## src/rtl/sdram_protocol_monitor.sv

```systemverilog
// SDRAM command-bus protocol monitor.
// Follows the power-up sequence, per-bank row state and timing, CAS latency
// on reads, and keeps sticky error flags plus a one-cycle error pulse.
// Optional build macro: SDRAM_MON_REFRESH_EN adds the refresh-interval check
// (err_sticky[8]). When the macro is undefined, that bit is tied to 0.
module sdram_protocol_monitor #(
   parameter int BANKS         = 4,
   parameter int BA_W          = 2,
   parameter int ADDR_W        = 13,
   parameter int INIT_CYCLES   = 10000,
   parameter int NUM_INIT_AREF = 2,
   parameter int T_RP          = 3,
   parameter int T_RCD         = 3,
   parameter int T_RFC         = 7,
   parameter int T_MRD         = 2,
   parameter int T_REFI        = 780,
   parameter int CNT_W         = 16
) (
   input  logic              clk,
   input  logic              rst,
   input  logic              sdr_cs_n,
   input  logic              sdr_ras_n,
   input  logic              sdr_cas_n,
   input  logic              sdr_we_n,
   input  logic [BA_W-1:0]   sdr_ba,
   input  logic [ADDR_W-1:0] sdr_addr,
   input  logic              sdr_rd_first,
   output logic              init_done,
   output logic [1:0]        cas_lat,
   output logic [8:0]        err_sticky,
   output logic              err_pulse,
   output logic [CNT_W-1:0]  aref_cnt,
   output logic [CNT_W-1:0]  act_cnt
);

   localparam int T_MAX_A = (T_RP > T_RCD) ? T_RP : T_RCD;
   localparam int T_MAX_B = (T_RFC > T_MRD) ? T_RFC : T_MRD;
   localparam int T_MAX   = (T_MAX_A > T_MAX_B) ? T_MAX_A : T_MAX_B;
   // Timers hold T-1 at most.
   localparam int TW      = (T_MAX < 2) ? 1 : $clog2(T_MAX);
   localparam int PWR_W   = (INIT_CYCLES < 2) ? 1 : $clog2(INIT_CYCLES);
   localparam int AI_W    = (NUM_INIT_AREF < 2) ? 1 : $clog2(NUM_INIT_AREF);

   localparam logic [TW-1:0] TRP_LD  = TW'(T_RP - 1);
   localparam logic [TW-1:0] TRCD_LD = TW'(T_RCD - 1);
   localparam logic [TW-1:0] TRFC_LD = TW'(T_RFC - 1);
   localparam logic [TW-1:0] TMRD_LD = TW'(T_MRD - 1);

   typedef enum logic [2:0] {
      WAIT_PWR  = 3'd0,
      WAIT_PRE  = 3'd1,
      WAIT_AREF = 3'd2,
      WAIT_MRS  = 3'd3,
      RUN       = 3'd4
   } state_t;

   state_t                 state_r;
   logic [PWR_W-1:0]       pwr_cnt_r;
   logic [AI_W-1:0]        init_aref_r;
   logic [TW-1:0]          trp_r  [BANKS];
   logic [TW-1:0]          trcd_r [BANKS];
   logic [TW-1:0]          trfc_r;
   logic [TW-1:0]          tmrd_r;
   logic [BANKS-1:0]       open_r;
   logic [2:0]             exp_r;

   logic       is_nop_s, is_act_s, is_rd_s, is_wr_s, is_pre_s, is_aref_s, is_mrs_s;
   logic       is_rdwr_s, any_trp_s, any_open_s, run_s, init_bad_s, mode_bad_s;
   logic       refi_hit_s;
   logic [2:0] exp_nxt_s;
   logic [8:0] err_now_s;
   logic       unused_addr_s;

   // Saturating decrement for the timing counters.
   function automatic logic [TW-1:0] dec_sat(input logic [TW-1:0] v);
      return (v == {TW{1'b0}}) ? v : v - TW'(1);
   endfunction

   // Saturating increment for the statistics counters.
   function automatic logic [CNT_W-1:0] inc_sat(input logic [CNT_W-1:0] v);
      return (v == {CNT_W{1'b1}}) ? v : v + CNT_W'(1);
   endfunction

   // Command decode; DESEL behaves exactly like NOP.
   always_comb begin
      is_nop_s  = 1'b0;
      is_act_s  = 1'b0;
      is_rd_s   = 1'b0;
      is_wr_s   = 1'b0;
      is_pre_s  = 1'b0;
      is_aref_s = 1'b0;
      is_mrs_s  = 1'b0;
      case ({sdr_cs_n, sdr_ras_n, sdr_cas_n, sdr_we_n})
         4'b0111: is_nop_s  = 1'b1;
         4'b0011: is_act_s  = 1'b1;
         4'b0101: is_rd_s   = 1'b1;
         4'b0100: is_wr_s   = 1'b1;
         4'b0010: is_pre_s  = 1'b1;
         4'b0001: is_aref_s = 1'b1;
         4'b0000: is_mrs_s  = 1'b1;
         4'b0110: is_nop_s  = 1'b0;   // BST: a real command, no tracked effect
         default: is_nop_s  = 1'b1;   // cs_n high: DESEL
      endcase
   end

   // Bank summaries, init legality, mode decode and the next CAS expectation.
   always_comb begin
      is_rdwr_s  = is_rd_s | is_wr_s;
      run_s      = (state_r == RUN);
      any_open_s = |open_r;
      any_trp_s  = 1'b0;
      for (int b = 0; b < BANKS; b++) begin
         any_trp_s = any_trp_s | (trp_r[b] != {TW{1'b0}});
      end
      case (state_r)
         WAIT_PWR:  init_bad_s = ~is_nop_s;
         WAIT_PRE:  init_bad_s = ~is_nop_s & ~(is_pre_s & sdr_addr[10]);
         WAIT_AREF: init_bad_s = ~is_nop_s & ~is_aref_s;
         WAIT_MRS:  init_bad_s = ~is_nop_s & ~is_mrs_s;
         RUN:       init_bad_s = 1'b0;
         default:   init_bad_s = 1'b0;
      endcase
      mode_bad_s = ~((sdr_addr[6:4] == 3'b010) | (sdr_addr[6:4] == 3'b011))
                 | ((sdr_addr[2:0] == 3'b111) & sdr_addr[3]);
      // A read at this edge must show its first beat cas_lat edges later.
      exp_nxt_s  = {1'b0, exp_r[2:1]}
                 | {is_rd_s & (cas_lat == 2'd3), is_rd_s & (cas_lat == 2'd2), 1'b0};
      unused_addr_s = ^sdr_addr;
   end

`ifdef SDRAM_MON_REFRESH_EN
   localparam int REFI_W = $clog2(T_REFI + 1);
   logic [REFI_W-1:0] refi_cnt_r;

   // Fires once when the refresh interval elapses without an AREF.
   always_comb begin
      refi_hit_s = run_s & ~is_aref_s & (refi_cnt_r == REFI_W'(T_REFI - 1));
   end

   // Refresh-interval counter: restarts on AREF, holds once expired.
   always_ff @(posedge clk) begin
      if (rst) begin
         refi_cnt_r <= {REFI_W{1'b0}};
      end else if (!run_s || is_aref_s) begin
         refi_cnt_r <= {REFI_W{1'b0}};
      end else if (refi_cnt_r != REFI_W'(T_REFI)) begin
         refi_cnt_r <= refi_cnt_r + REFI_W'(1);
      end
   end
`else
   logic unused_refi_s;

   // Refresh-interval check not built.
   always_comb begin
      refi_hit_s    = 1'b0;
      unused_refi_s = (T_REFI > 0);
   end
`endif

   // Errors detected on the command sampled at this edge.
   always_comb begin
      err_now_s[0] = init_bad_s;
      err_now_s[1] = (is_act_s & (trp_r[sdr_ba] != {TW{1'b0}})) | (is_aref_s & any_trp_s);
      err_now_s[2] = is_rdwr_s & (trcd_r[sdr_ba] != {TW{1'b0}});
      err_now_s[3] = ~is_nop_s & (trfc_r != {TW{1'b0}});
      err_now_s[4] = ~is_nop_s & (tmrd_r != {TW{1'b0}});
      err_now_s[5] = run_s & ((is_act_s & open_r[sdr_ba])
                            | (is_rdwr_s & ~open_r[sdr_ba])
                            | ((is_aref_s | is_mrs_s) & any_open_s));
      err_now_s[6] = is_mrs_s & mode_bad_s;
      err_now_s[7] = exp_r[0] ^ sdr_rd_first;
      err_now_s[8] = refi_hit_s;
   end

   // Init sequence FSM and the init_done flag.
   always_ff @(posedge clk) begin
      if (rst) begin
         state_r     <= WAIT_PWR;
         pwr_cnt_r   <= {PWR_W{1'b0}};
         init_aref_r <= {AI_W{1'b0}};
         init_done   <= 1'b0;
      end else begin
         case (state_r)
            WAIT_PWR: begin
               if (is_nop_s) begin
                  if (pwr_cnt_r == PWR_W'(INIT_CYCLES - 1)) state_r <= WAIT_PRE;
                  else pwr_cnt_r <= pwr_cnt_r + PWR_W'(1);
               end
            end
            WAIT_PRE: begin
               if (is_pre_s && sdr_addr[10]) state_r <= WAIT_AREF;
            end
            WAIT_AREF: begin
               if (is_aref_s) begin
                  if (init_aref_r == AI_W'(NUM_INIT_AREF - 1)) state_r <= WAIT_MRS;
                  else init_aref_r <= init_aref_r + AI_W'(1);
               end
            end
            WAIT_MRS: begin
               if (is_mrs_s) begin
                  state_r   <= RUN;
                  init_done <= 1'b1;
               end
            end
            RUN:     init_done <= 1'b1;
            default: state_r   <= WAIT_PWR;
         endcase
      end
   end

   // Per-bank row state and tRP/tRCD timers, global tRFC/tMRD timers.
   always_ff @(posedge clk) begin
      if (rst) begin
         for (int b = 0; b < BANKS; b++) begin
            trp_r[b]  <= {TW{1'b0}};
            trcd_r[b] <= {TW{1'b0}};
         end
         open_r <= {BANKS{1'b0}};
         trfc_r <= {TW{1'b0}};
         tmrd_r <= {TW{1'b0}};
      end else begin
         for (int b = 0; b < BANKS; b++) begin
            trp_r[b]  <= dec_sat(trp_r[b]);
            trcd_r[b] <= dec_sat(trcd_r[b]);
            if ((is_pre_s && (sdr_addr[10] || sdr_ba == BA_W'(b))) ||
                (is_rdwr_s && sdr_addr[10] && sdr_ba == BA_W'(b))) begin
               trp_r[b]  <= TRP_LD;
               open_r[b] <= 1'b0;
            end
            if (is_act_s && sdr_ba == BA_W'(b)) begin
               trcd_r[b] <= TRCD_LD;
               open_r[b] <= 1'b1;
            end
         end
         trfc_r <= is_aref_s ? TRFC_LD : dec_sat(trfc_r);
         tmrd_r <= is_mrs_s  ? TMRD_LD : dec_sat(tmrd_r);
      end
   end

   // Mode register shadow and read-beat expectation pipeline.
   always_ff @(posedge clk) begin
      if (rst) begin
         cas_lat <= 2'd3;
         exp_r   <= 3'b000;
      end else begin
         if (is_mrs_s && !mode_bad_s) cas_lat <= sdr_addr[5:4];
         exp_r <= exp_nxt_s;
      end
   end

   // Sticky flags, new-error pulse and saturating statistics.
   always_ff @(posedge clk) begin
      if (rst) begin
         err_sticky <= 9'h000;
         err_pulse  <= 1'b0;
         aref_cnt   <= {CNT_W{1'b0}};
         act_cnt    <= {CNT_W{1'b0}};
      end else begin
         err_sticky <= err_sticky | err_now_s;
         err_pulse  <= |(err_now_s & ~err_sticky);
         if (is_aref_s) aref_cnt <= inc_sat(aref_cnt);
         if (is_act_s)  act_cnt  <= inc_sat(act_cnt);
      end
   end

endmodule

```

## config.mk

```make
export PLATFORM = sky130hd
export DESIGN_NAME = sdram_protocol_monitor
export DESIGN_NICKNAME = d
export VERILOG_FILES = /design/src/rtl/sdram_protocol_monitor.sv
export SDC_FILE = /design/constraint.sdc
export NUM_CORES = 1
export LEC_CHECK = 0
export BUFFER_PORTS_ARGS = -buffer_cell sky130_fd_sc_hd__buf_2
export CAP_MARGIN = 25
export CORE_UTILIZATION = 60
export CTS_CLUSTER_DIAMETER = 60
export DETAILED_ROUTE_END_ITERATION = 6
export GPL_TIMING_DRIVEN = 0
export PLACE_DENSITY = 0.91
export SLEW_MARGIN = 10
export SYNTH_ARGS = -nofsm -noshare
export SYNTH_HDL_FRONTEND = slang
export SYNTH_SLANG_ARGS = --single-unit
```

## constraint.sdc

```tcl
create_clock -name clk -period 4.6 [get_ports clk]
set_clock_uncertainty 0.05 [all_clocks]
set_input_delay 0.23 -clock clk [delete_from_list [all_inputs] [get_ports clk]]
set_output_delay 0.23 -clock clk [all_outputs]
set_load 0.03 [all_outputs]
```

=== Word level (Yosys, flattened, before mapping) ===
Memories as Yosys holds them, arrays and structs flattened.
Cells that the tools add are included.

* Bits of input ports: 22
* Memory bits (writable): 24
* Memories kept: 2
* Flip-flop bits (word level): 76

{| class="wikitable"
|+ Memories
! memory !! words !! width !! rd ports !! clocked after memory_dff !! write ports !! RTL line !! RTL
|-
| trcd_r || 4 || 3 || 5 || 0 || 4 || 61 || <nowiki>logic [TW-1:0] trcd_r [BANKS];</nowiki>
|-
| trp_r || 4 || 3 || 5 || 0 || 4 || 60 || <nowiki>logic [TW-1:0] trp_r [BANKS];</nowiki>
|}

* Eq/ne operators: 29
* Add/sub/neg operators: 14
* Bitwise operators: 58
* Mux-type cells: 82
* Reductions and logical operators: 61
* $lt $le $gt $ge: 1

{| class="wikitable"
|+ Operators with widths
! operator !! count
|-
| $mux W3 || 32
|-
| $mux W1 || 46
|-
| $logic_not A3 Y1 || 11
|-
| $add A16 B1 Y16 const B || 2
|-
| $eq A16 B16 Y1 const B || 2
|-
| $sub A3 B1 Y3 const B || 10
|-
| $or A1 B1 Y1 || 26
|-
| $reduce_bool A3 Y1 || 8
|-
| $and A1 B1 Y1 || 17
|-
| $ne A2 B2 Y1 const B || 8
|-
| $logic_and A1 B1 Y1 || 15
|-
| $pmux W3 S5 || 1
|-
| $add A14 B1 Y14 const B || 1
|-
| $eq A14 B14 Y1 const B || 1
|-
| $eq A3 B2 Y1 const B || 4
|-
| $eq A4 B3 Y1 const B || 3
|-
| $not A1 Y1 || 10
|-
| $reduce_bool A2 Y1 || 5
|-
| $and A8 B9 Y9 || 1
|-
| $not A9 Y9 || 1
|-
| $or A9 B8 Y9 || 1
|-
| $reduce_or A9 Y1 || 1
|-
| $eq A2 B2 Y1 const B || 4
|-
| $eq A4 B2 Y1 const B || 2
|-
| other kinds (21) || 33
|}

=== Longest topological paths before layout ===
Gate-level depths: netlist of the first run.

* Depth after elaboration: 10
* Gate-level depth with buffers: 8

=== Worst setup path before layout of the first run ===
No wires, ideal clock.

* Path type: reg-to-reg
* Start: register act_cnt[0]
* End: register act_cnt[1]
* Path slack: 2.546 ns
* Clock period less this slack: 2.054 ns
* Cell stages (with the launch flop): 7
* Arrival time: 1.877 ns
* Buffers on the path: 0
* Cells stage by stage: dfxtp_1 ha_1 nand2_1 nor4_1 a21oi_1 mux2i_1 nor2_1

* Word-level cells in the longest chain between the ends: 3
* Elaborated cells between the ends (all ways): 4
* Those cells by class: add/sub: 1; eq/ne: 1; bitwise: 1; reduce/logical: 1

{| class="wikitable"
|+ Ends and longest elaborated chain
! what !! RTL line !! RTL
|-
| start, declared || 33 || <nowiki>output logic [CNT_W-1:0] act_cnt</nowiki>
|-
| start signal, assigned || 257 || <nowiki>act_cnt <= {CNT_W{1'b0}};</nowiki>
|-
| start signal, assigned || 262 || <nowiki>if (is_act_s) act_cnt <= inc_sat(act_cnt);</nowiki>
|-
| parallel branches: the longest is 3 deep, another holds $add A16 B1 Y16 || - ||
|}

Parallel ways; which one is timed is not known.
A chain may end at the register's enable or synchronous reset.

=== Final worst setup path of the first run ===
* Start: register pwr_cnt_r[0]
* End: register pwr_cnt_r[13]

* Word-level cells in the longest chain between the ends: 3
* Elaborated cells between the ends (all ways): 4
* Those cells by class: add/sub: 1; eq/ne: 1; bitwise: 1; reduce/logical: 1

{| class="wikitable"
|+ Ends and longest elaborated chain
! what !! RTL line !! RTL
|-
| start, declared || 58 || <nowiki>logic [PWR_W-1:0] pwr_cnt_r;</nowiki>
|-
| start signal, assigned || 179 || <nowiki>pwr_cnt_r <= {PWR_W{1'b0}};</nowiki>
|-
| start signal, assigned || 187 || <nowiki>else pwr_cnt_r <= pwr_cnt_r + PWR_W'(1);</nowiki>
|-
| parallel branches: the longest is 3 deep, another holds $add A14 B1 Y14 || - ||
|}

Parallel ways; which one is timed is not known.

==> results of run 1 <==
-- state kept, by name (all words and copies together) (netlist names), 2 cells and up --
signal,flops
state_r,3
cas_lat,2
err_sticky,8
exp_r,3
tmrd_r,3
trp_r,12
act_cnt,16
pwr_cnt_r,14
aref_cnt,16
trcd_r,12
open_r,4
trfc_r,3
-- cell families after synthesis --
kind of cell    Yosys count  synth area share
compound gates           92             0.121
xor+xnor                 43            0.0750
fa+ha+maj                20            0.0498
buf+inv                  62            0.0498
flops                    99             0.430
mux                       5            0.0125
other cells               1          0.000747
simple gates            241             0.261
-- through the flow --
step / setup WS [ns] / hold WS [ns] / utilization / power [µW]
final: 2.46 / 0.0634 / 0.691 / 2190
after global routing: 2.19 / 0.0615 / 0.691 / 2300
after CTS: 2.49 / 0.0370 / 0.691 / 2190
after detailed placement: 2.37 / 0.378 / 0.667 / 1620
after global placement: 2.45 / 0.386 / 0.667 / 1560
after floorplan: 2.55 / 0.309 / - / 1480
-- synth_stat cells, types with 2 or more instances --
library cell	count	share of area
a2111oi_0	2	0.0035
a211oi_1	3	0.0045
a21o_1	4	0.0060
a21oi_1	38	0.038
a311oi_1	2	0.0035
a31oi_1	10	0.012
and2_1	7	0.0087
and3_1	13	0.016
and4_1	5	0.0087
buf_2	4	0.0040
clkbuf_1	17	0.013
dfxtp_1	81	0.32
edfxtp_1	18	0.11
ha_1	20	0.050
inv_1	37	0.028
mux2i_1	4	0.0080
nand2_1	23	0.017
nand2b_1	6	0.0075
nand3_1	14	0.014
nand4_1	20	0.025
nand4bb_1	2	0.0045
nor2_1	78	0.058
nor2b_1	3	0.0037
nor3_1	24	0.024
nor3b_1	2	0.0030
nor4_1	11	0.014
nor4b_1	3	0.0052
nor4bb_1	3	0.0060
o2111ai_1	3	0.0052
o211ai_1	8	0.012
o21ai_0	8	0.0080
o31ai_1	3	0.0045
or3_1	7	0.0087
or3b_2	2	0.0035
or4_1	8	0.012
or4b_1	2	0.0040
or4b_2	3	0.0060
xnor2_1	19	0.033
xor2_1	24	0.042
-- report_power, final --
part	leakage, µW	switching (µW)	internal [µW]
combinational	0.00129	297	217
sequential	0.000855	80.1	1020
clock	0.000105	327	252
total	0.00225	704	1490
-- metal layers --
| layer | global-route usage | wire length, µm | vias up |
|---|---|---|---|
| met4 | 0.0949 | 219 | 0 |
| li1 | - | - | 2165 |
| met1 | 0.358 | 4950 | 2154 |
| met3 | 0.0691 | 993 | 25 |
| met5 | 0 | 0 | - |
| met2 | 0.481 | 5890 | 238 |
-- cell type report --
cell class / count / area share
multi-input cells: 402 / 0.462
flip-flops and latches: 99 / 0.382
repair buffers: 59 / 0.0522
clock buffers: 11 / 0.0288
inverters: 37 / 0.0246
well taps: 105 / 0.0232
plain buffers: 25 / 0.0197
clock inverters: 5 / 0.00730
-- worst reg2reg max path, stage by stage, from the launching register on --
cell      delay, ns
dfxtp_1        0.35
ha_1           0.20
clkbuf_1       0.19
nor4bb_1       0.19
a31oi_1        0.57
nand4_1        0.19
xor2_1         0.21
nor2_1         0.07
-- final timing paths --
path,depth (start not counted),endpoint,startpoint
setup / recovery,7,pwr_cnt_r[13]$_SDFFE_PP0P_,pwr_cnt_r[0]$_SDFFE_PP0P_
hold / removal,3,cas_lat[0]$_SDFFE_PP1P_,sdr_addr[4]
setup reg to reg,7,pwr_cnt_r[13]$_SDFFE_PP0P_,pwr_cnt_r[0]$_SDFFE_PP0P_
hold reg to reg,1,exp_r[0]$_SDFF_PP0_,exp_r[1]$_SDFF_PP0_
==> reports/results.txt, run 1 <==
outcome -> completed
die area -> 8740 µm²
Yosys warning count -> 0
DR iter-0 viols -> 319
Final ANT Viol Nets -> 0
antenna cells -> 0
Cell Chain, Critical Path -> ha_1 > clkbuf_1 > nor4bb_1 > a31oi_1 > nand4_1 > xor2_1 > nor2_1
Rel. slew slack -> 0.407
hold_buf cts -> 0
Site Rows -> 33
Starting Density -> 0.614
number of global-route vias before repair -> 4298
multi-input logic area -> 2610 µm²
Num CTS Buffers -> 9
Worst setup EP type -> flip-flop
total gr overflow -> 0
sequential element share of the synthesized area -> 0.430
endpoints failing setup -> 0
HPWL after DPL -> 8730 µm
RePlAce Congestion -> 0.872
Worst Hold Class -> in2reg
number of cells after detailed placement -> 727
Mapped Cells -> 563
Sequential cell area -> 2160 µm²
final-stage net count -> 675
pin count of the biggest net entering global routing -> 18
# H-tree levels -> 3
Post-synth EDFFs -> 18
Sink Count -> 99
core area -> 8180 µm²
period utilization -> 0.466
root buf cell -> clkbuf_8
Clock Latency Late Sink -> 0.38 ns
commonest cells after routing, fill and taps aside -> dfxtp_1 (81), nor2_1 (78), buf_2 (63)
CP required -> 4.79 ns
fmax -> 466 MHz
die height -> 93.5 µm
post-synth cell types -> 61
Port Buffers -> 59
PwrDens -> 388 nW/µm²
Final Hold Fails -> 0
post-route design area -> 5650 µm²
Setup Fix Bufs, Post-CTS -> 0
DR vias -> 4582
Max Cap Violations -> 0
Finished Layout Cells -> 743
fin. max-slew vios -> 0
delay-heaviest family, CP -> compound AO/OA/AOI/OAI gates
Synth Cell Area -> 5020 µm²
Worst setup SP type -> flip-flop
number of gates resized after CTS -> 0
vias per cell -> 6.17
drt drc -> 0
fillers -> 658
first-pass GRT wire length -> 19700 µm
Tmin final -> 2.14 ns
drt total wl -> 12000 µm
buffers plus inverters on the worst setup path -> 1
setup_tns -> 0 ns
slowest CP cell -> a31oi_1
GRT Total Usage -> 0.286
worst slew pin tran -> 0.881 ns
syn avg cell area -> 8.92 µm²
Leak -> 0.00225 µW
Longest Clk Path Bufs -> 2
VDD IR max -> 222 µV
most common cell after layout, fill and taps aside -> dfxtp_1
layout cells sized above 1 -> 0.147
drt wl/cell -> 16.2 µm
fraction of registers with async set/reset -> 0
Area Growth Syn to Fin -> 12.6%
critical path class -> reg2reg
worst stage delay on the critical path -> 0.57 ns
number of synthesized register bits -> 99
Die W -> 93.5 µm
drt first pass iters -> 5
Most used DFF post-synth -> dfxtp_1
Top Ports -> 67
clock slew at reported path FFs -> 0.10 ns
reg2reg setup slack -> 2.46 ns
CTS tree -> yes
number of antenna violations at the first check in global routing -> 0
unrepaired setup endpoints after global routing -> false
Worst Path Max Fanout -> 9
Syn Nets -> 605
Post-DP Area -> 5450 µm²
worst path arrival time -> 2.33 ns
No activity file was read; power rests on OpenSTA's default activity.
==> run 2: changes to the inputs <==
--- a/config.mk
+++ b/config.mk
@@ -7,11 +7,11 @@
 export LEC_CHECK = 0
 export BUFFER_PORTS_ARGS = -buffer_cell sky130_fd_sc_hd__buf_2
 export CAP_MARGIN = 25
-export CORE_UTILIZATION = 60
+export CORE_UTILIZATION = 58
 export CTS_CLUSTER_DIAMETER = 60
 export DETAILED_ROUTE_END_ITERATION = 6
 export GPL_TIMING_DRIVEN = 0
-export PLACE_DENSITY = 0.91
+export PLACE_DENSITY = 0.88
 export SLEW_MARGIN = 10
 export SYNTH_ARGS = -nofsm -noshare
 export SYNTH_HDL_FRONTEND = slang
==> constraint.sdc (replaced) <==
create_clock -name clk -period 2.1 [get_ports clk]
set_clock_uncertainty 0.05 [all_clocks]
set_input_delay 0.105 -clock clk [delete_from_list [all_inputs] [get_ports clk]]
set_output_delay 0.105 -clock clk [all_outputs]
set_load 0.03 [all_outputs]
==> reports/results.txt, run 2 (same netlist as run 1, synthesis figures left out) <==
root buf cell -> clkbuf_8
Die W -> 95.1 µm
Seq pwr share -> 0.510
die area -> 9040 µm²
antenna cells -> 0
Hold WS -> 0.0369 ns
Final ANT Viol Nets -> 0
period utilization -> 0.961
number of antenna violations at the first check in global routing -> 0
Worst setup SP type -> flip-flop
r2r endpoint -> pwr_cnt_r[2]$_SDFFE_PP0P_
drt total wl -> 12100 µm
number of global-route vias before repair -> 4188
Finished Layout Cells -> 747
pin count of the biggest net entering global routing -> 18
Starting Density -> 0.605
P_int -> 3220 µW
Cell Chain, Critical Path -> or4b_1 > or4_1 > buf_6 > nand3_1 > xor2_1 > nor2_1
Num CTS Buffers -> 9
R2R depth -> 6
Worst setup EP type -> flip-flop
fmax -> 496 MHz
worst r2r src -> pwr_cnt_r[5]$_SDFFE_PP0P_
HPWL after DPL -> 8720 µm
Leak -> 0.00227 µW
fillers -> 644
clock slew at reported path FFs -> 0.10 ns
endpoints failing setup -> 0
Area Growth Syn to Fin -> 14.3%
Top Ports -> 67
Final Hold Fails -> 0
DR vias -> 4506
Power Total -> 4740 µW
Site Rows -> 33
critical path class -> reg2reg
Clk pwr share -> 0.257
Tmin final -> 2.02 ns
GRT Total Usage -> 0.279
layout cells sized above 1 -> 0.167
Setup crit end -> pwr_cnt_r[2]$_SDFFE_PP0P_
drt wl/cell -> 16.2 µm
Worst Path Max Fanout -> 6
Worst Hold Class -> in2reg
PwrDens -> 825 nW/µm²
core area -> 8300 µm²
CP required -> 2.31 ns
worst slew pin tran -> 0.982 ns
number of cells after detailed placement -> 727
VDD IR max -> 491 µV
drt drc -> 0
worst stage delay on the critical path -> 0.53 ns
reg2reg setup slack -> 0.08 ns
die height -> 95.1 µm
setup_tns -> 0 ns
DR iter-0 viols -> 215
commonest cells after routing, fill and taps aside -> nor2_1 (78), dfxtp_1 (78), buf_2 (62)
Clock Latency Late Sink -> 0.38 ns
vias per cell -> 6.03
Sink Count -> 99
Port Buffers -> 59
Max Cap Violations -> 0
first-pass GRT wire length -> 19500 µm
outcome -> completed
RePlAce Congestion -> 0.887
fin. max-slew vios -> 0
slowest CP cell -> or4_1
worst path arrival time -> 2.23 ns
Rel. slew slack -> 0.339
Longest Clk Path Bufs -> 2
crit path launch -> pwr_cnt_r[5]$_SDFFE_PP0P_
drt first pass iters -> 5
CTS tree -> yes
switching power -> 1520 µW
final-stage net count -> 679
Regs by FF count -> act_cnt: 16 flops, aref_cnt: 16 flops, pwr_cnt_r: 14 flops
combinational share of power -> 0.233
Sw Ratio -> 0.321
# H-tree levels -> 3
total gr overflow -> 0
[run 2: cell count changes in the layout (fill, tap and decap cells not counted), moves of 2 or more]
cell / before / now
buf_4: 1 / 3
dfxtp_1: 81 / 78
dfxtp_2: 0 / 2
dlygate4sd3_1: 0 / 3
[run 2: metal layers]
layer	vias to the layer above	GRT usage	wire length, µm	share of wire
met2	202	0.477	6000	0.50
met5	-	0	0	0
met3	24	0.0662	956	0.079
met1	2112	0.341	4930	0.41
li1	2168	-	-	-
met4	0	0.101	204	0.017
[run 2: worst min-delay path by stage]
stage | from | to | depth (start not counted)
floorplan | sdr_addr[4] | cas_lat[0]$_SDFFE_PP1P_ | 2
global placement | sdr_addr[4] | cas_lat[0]$_SDFFE_PP1P_ | 3
detailed placement | sdr_addr[4] | cas_lat[0]$_SDFFE_PP1P_ | 3
CTS | sdr_addr[6] | cas_lat[1]$_SDFFE_PP1P_ | 4
global route | sdr_addr[6] | cas_lat[1]$_SDFFE_PP1P_ | 4
finish | sdr_addr[6] | cas_lat[1]$_SDFFE_PP1P_ | 4
[run 2: cell type report]
cell class,count,area (µm²),area share
Buffer,24,114,0.0198
Clock buffer,11,151,0.0264
Clock inverter,5,40.0,0.00697
Inverter,37,139,0.0242
Multi-Input combinational cell,402,2660,0.463
Sequential cell,99,2170,0.378
Tap cell,105,131,0.0229
Timing Repair Buffer,64,340,0.0593
[run 2: stage by stage]
step	worst slack (ns)	util	instance area, µm²
final	0.0824	0.692	5740
after global placement	0.0808	0.657	5450
after floorplan	0.0457	-	5020
after global routing	-0.00468	0.692	5740
after CTS	0.0235	0.685	5680
after detailed placement	-0.0329	0.657	5450
[run 2: worst max-delay path: cells and delay by family, from the launching register on]
family,cells,cell delay [ns]
AND/OR/NAND/NOR,4,1.17
buffers and inverters,1,0.15
XOR/XNOR,1,0.17
flip-flops,1,0.36
[run 2: repair_timing]
item                       4_1_cts  5_1_grt
gates resized for setup          2       12
setup endpoints to repair        5       24
cloned                           0        0
hold endpoints to repair         3        0
hold buffers                     3        0
pin swaps                        0        1
buffers inserted                 0        2
[run 2: power by group through the flow]
stage / clock (µW) / combinational, µW / sequential [µW]
floorplan: 0 / 801 / 2440
CTS: 1240 / 1100 / 2410
detailed placement: 0 / 1080 / 2450
global placement: 0 / 993 / 2430
finish: 1220 / 1110 / 2420
global route: 1300 / 1250 / 2440
==> run 3: changes to the inputs <==
--- a/config.mk
+++ b/config.mk
@@ -5,6 +5,7 @@
 export SDC_FILE = /design/constraint.sdc
 export NUM_CORES = 1
 export LEC_CHECK = 0
+export ABC_AREA = 1
 export BUFFER_PORTS_ARGS = -buffer_cell sky130_fd_sc_hd__buf_2
 export CAP_MARGIN = 25
 export CORE_UTILIZATION = 58
==> reports/results.txt, run 3 <==
outcome -> completed
Clock Latency Late Sink -> 0.37 ns
fraction of registers with async set/reset -> 0
fin. max-slew vios -> 0
Port Buffers -> 58
Finished Layout Cells -> 914
unrepaired setup endpoints after global routing -> false
setup_tns -> 0 ns
reg2reg setup slack -> 0.19 ns
commonest cells after routing, fill and taps aside -> nand2_1 (145), inv_1 (131), dfxtp_1 (81)
fmax -> 523 MHz
worst stage delay on the critical path -> 0.39 ns
number of global-route vias before repair -> 4571
layout cells sized above 1 -> 0.130
Site Rows -> 34
Most used DFF post-synth -> dfxtp_1
DR iter-0 viols -> 261
Sink Count -> 99
Num CTS Buffers -> 9
Synth Cell Area -> 5300 µm²
Final ANT Viol Nets -> 0
Worst Path Max Fanout -> 5
Tmin final -> 1.91 ns
commonest cells in the netlist -> nand2_1 (145), inv_1 (131), dfxtp_1 (81), nor2_1 (69), a21oi_1 (49)
VDD IR max -> 424 µV
Starting Density -> 0.605
drt total wl -> 12300 µm
drt drc -> 0
Longest Clk Path Bufs -> 2
first-pass GRT wire length -> 20600 µm
slowest CP cell -> dfxtp_1
Post-DP Area -> 5720 µm²
drt wl/cell -> 13.4 µm
syn avg cell area -> 7.24 µm²
post-route design area -> 5940 µm²
total gr overflow -> 0
HPWL after DPL -> 9330 µm
number of synthesized register bits -> 99
Mapped Cells -> 732
Syn Nets -> 774
Cell Chain, Critical Path -> ha_1 > nand3_2 > nor3_4 > inv_1 > nor3_1 > nand2_1 > o21ai_0 > a21oi_1
Worst setup SP type -> flip-flop
number of cells after detailed placement -> 898
Rel. slew slack -> 0.598
Yosys warning count -> 0
GRT Total Usage -> 0.265
# H-tree levels -> 3
die height -> 97.6 µm
vias per cell -> 5.40
number of antenna violations at the first check in global routing -> 0
Core Util, Final -> 0.678
Leak -> 0.00259 µW
clock slew at reported path FFs -> 0.09 ns
pin count of the biggest net entering global routing -> 16
period utilization -> 0.910
core area -> 8760 µm²
share of the synthesized area in the top cell type -> 0.306
DR vias -> 4933
Worst setup EP type -> flip-flop
most common cell after layout, fill and taps aside -> nand2_1
final-stage net count -> 844
setup ws final -> 0.189 ns
CP required -> 2.31 ns
Die W -> 97.6 µm
synth top area cells -> dfxtp_1 (31%), nand2_1 (10%), edfxtp_1 (10%)
worst path arrival time -> 2.12 ns
root buf cell -> clkbuf_8
Regs by FF count -> act_cnt: 16 flops, aref_cnt: 16 flops, pwr_cnt_r: 14 flops
Area Growth Syn to Fin -> 12.1%
Top Ports -> 67
Worst Hold Class -> in2reg
worst slew pin tran -> 0.603 ns
fillers -> 743
cell with the most instances after synthesis -> nand2_1
critical path class -> reg2reg
Yosys top cell by area -> dfxtp_1
CTS tree -> yes
Post-synth EDFFs -> 18
endpoints failing setup -> 0
antenna cells -> 0
die area -> 9520 µm²
PwrDens -> 836 nW/µm²
sequential element share of the synthesized area -> 0.408
RePlAce Congestion -> 0.919
post-synth cell types -> 46
Max Cap Violations -> 0
Final Hold Fails -> 0
drt first pass iters -> 5
DP Worst Slack -> 0.248 ns
==> run 3: cell types whose count changed in the layout (fill, tap and decap cells not counted), moves of 8 or more <==
cell     delta
nand2_1   +122
inv_1      +94
o21ai_0    +33
nand3_1    +20
xor2_1     -12
a21oi_1    +11
nor3_1     +11
and3_1     -10
xnor2_1    -10
nor2_1      -9
or4_1       -8
==> run 3: layout make-up <==
| class | instances | area, µm² | area share |
|---|---|---|---|
| timing repair buffer | 59 | 300 | 0.0506 |
| multi-input combinational | 481 | 2530 | 0.426 |
| clock buffer | 13 | 191 | 0.0322 |
| sequential | 99 | 2160 | 0.364 |
| buffer | 15 | 88.8 | 0.0150 |
| tap | 108 | 135 | 0.0228 |
| clock inverter | 2 | 13.8 | 0.00232 |
| inverter | 137 | 514 | 0.0866 |
==> run 3: timing repair <==
action | CTS | global route
setup buffers | 0 | 0
endpoints found under the hold margin | 1 | 0
gates resized for setup | 0 | 0
hold buffers | 1 | 0
==> run 3: final timing paths <==
| kind | endpoint | start | cells past startpoint |
|---|---|---|---|
| min | err_sticky[7]$_SDFF_PP0_ | sdr_rd_first | 4 |
| max | act_cnt[10]$_SDFFE_PP0P_ | act_cnt[1]$_SDFFE_PP0P_ | 8 |
| max reg2reg | act_cnt[10]$_SDFFE_PP0P_ | act_cnt[1]$_SDFFE_PP0P_ | 8 |
| min reg2reg | init_done$_SDFFE_PP0P_ | init_done$_SDFFE_PP0P_ | 2 |
==> run 3: power by group <==
| group | internal, µW | switching (µW) | total [µW] | leakage, µW |
|---|---|---|---|---|
| Combinational | 493 | 823 | 1320 | 0.00164 |
| Clock | 604 | 657 | 1260 | 0.000102 |
| Sequential | 2250 | 141 | 2390 | 0.000855 |
==> run 3: per-layer routing <==
metal / global-route usage / vias to the layer above / share of wire
met5: 0 / - / 0
met4: 0.0837 / 0 / 0.020
met3: 0.0396 / 22 / 0.058
met2: 0.435 / 173 / 0.48
met1: 0.359 / 2254 / 0.45
li1: - / 2484 / -
==> run 3: stage by stage <==
step	power, µW	hold slack [ns]
CTS	4970	0.0580
global placement	3620	0.304
floorplan	3400	0.185
global route	5280	0.0996
detailed placement	3730	0.298
finish	4970	0.0629
==> run 3: kinds of logic (layout without fill, tap and decap cells) <==
kind of cell | Yosys count | after routing | synth area share
adder cells (fa/ha/maj) | 20 | 20 | 0.0472
AND/OR/NAND/NOR | 330 | 330 | 0.286
other | 1 | 1 | 0.000708
buffers and inverters | 152 | 226 | 0.114
multiplexers | 1 | 1 | 0.00189
flip-flops | 99 | 99 | 0.408
AO/OA/AOI/OAI | 108 | 108 | 0.107
XOR/XNOR | 21 | 21 | 0.0347
==> run 3: critical path: cells and delay by family, from the launching register on <==
| family | cells | cell delay, ns |
|---|---|---|
| buffers and inverters | 1 | 0.09 |
| and+or+nand+nor | 4 | 0.73 |
| adders and majority gates | 1 | 0.25 |
| DFF | 1 | 0.39 |
| AOI/OAI and AO/OA | 2 | 0.29 |
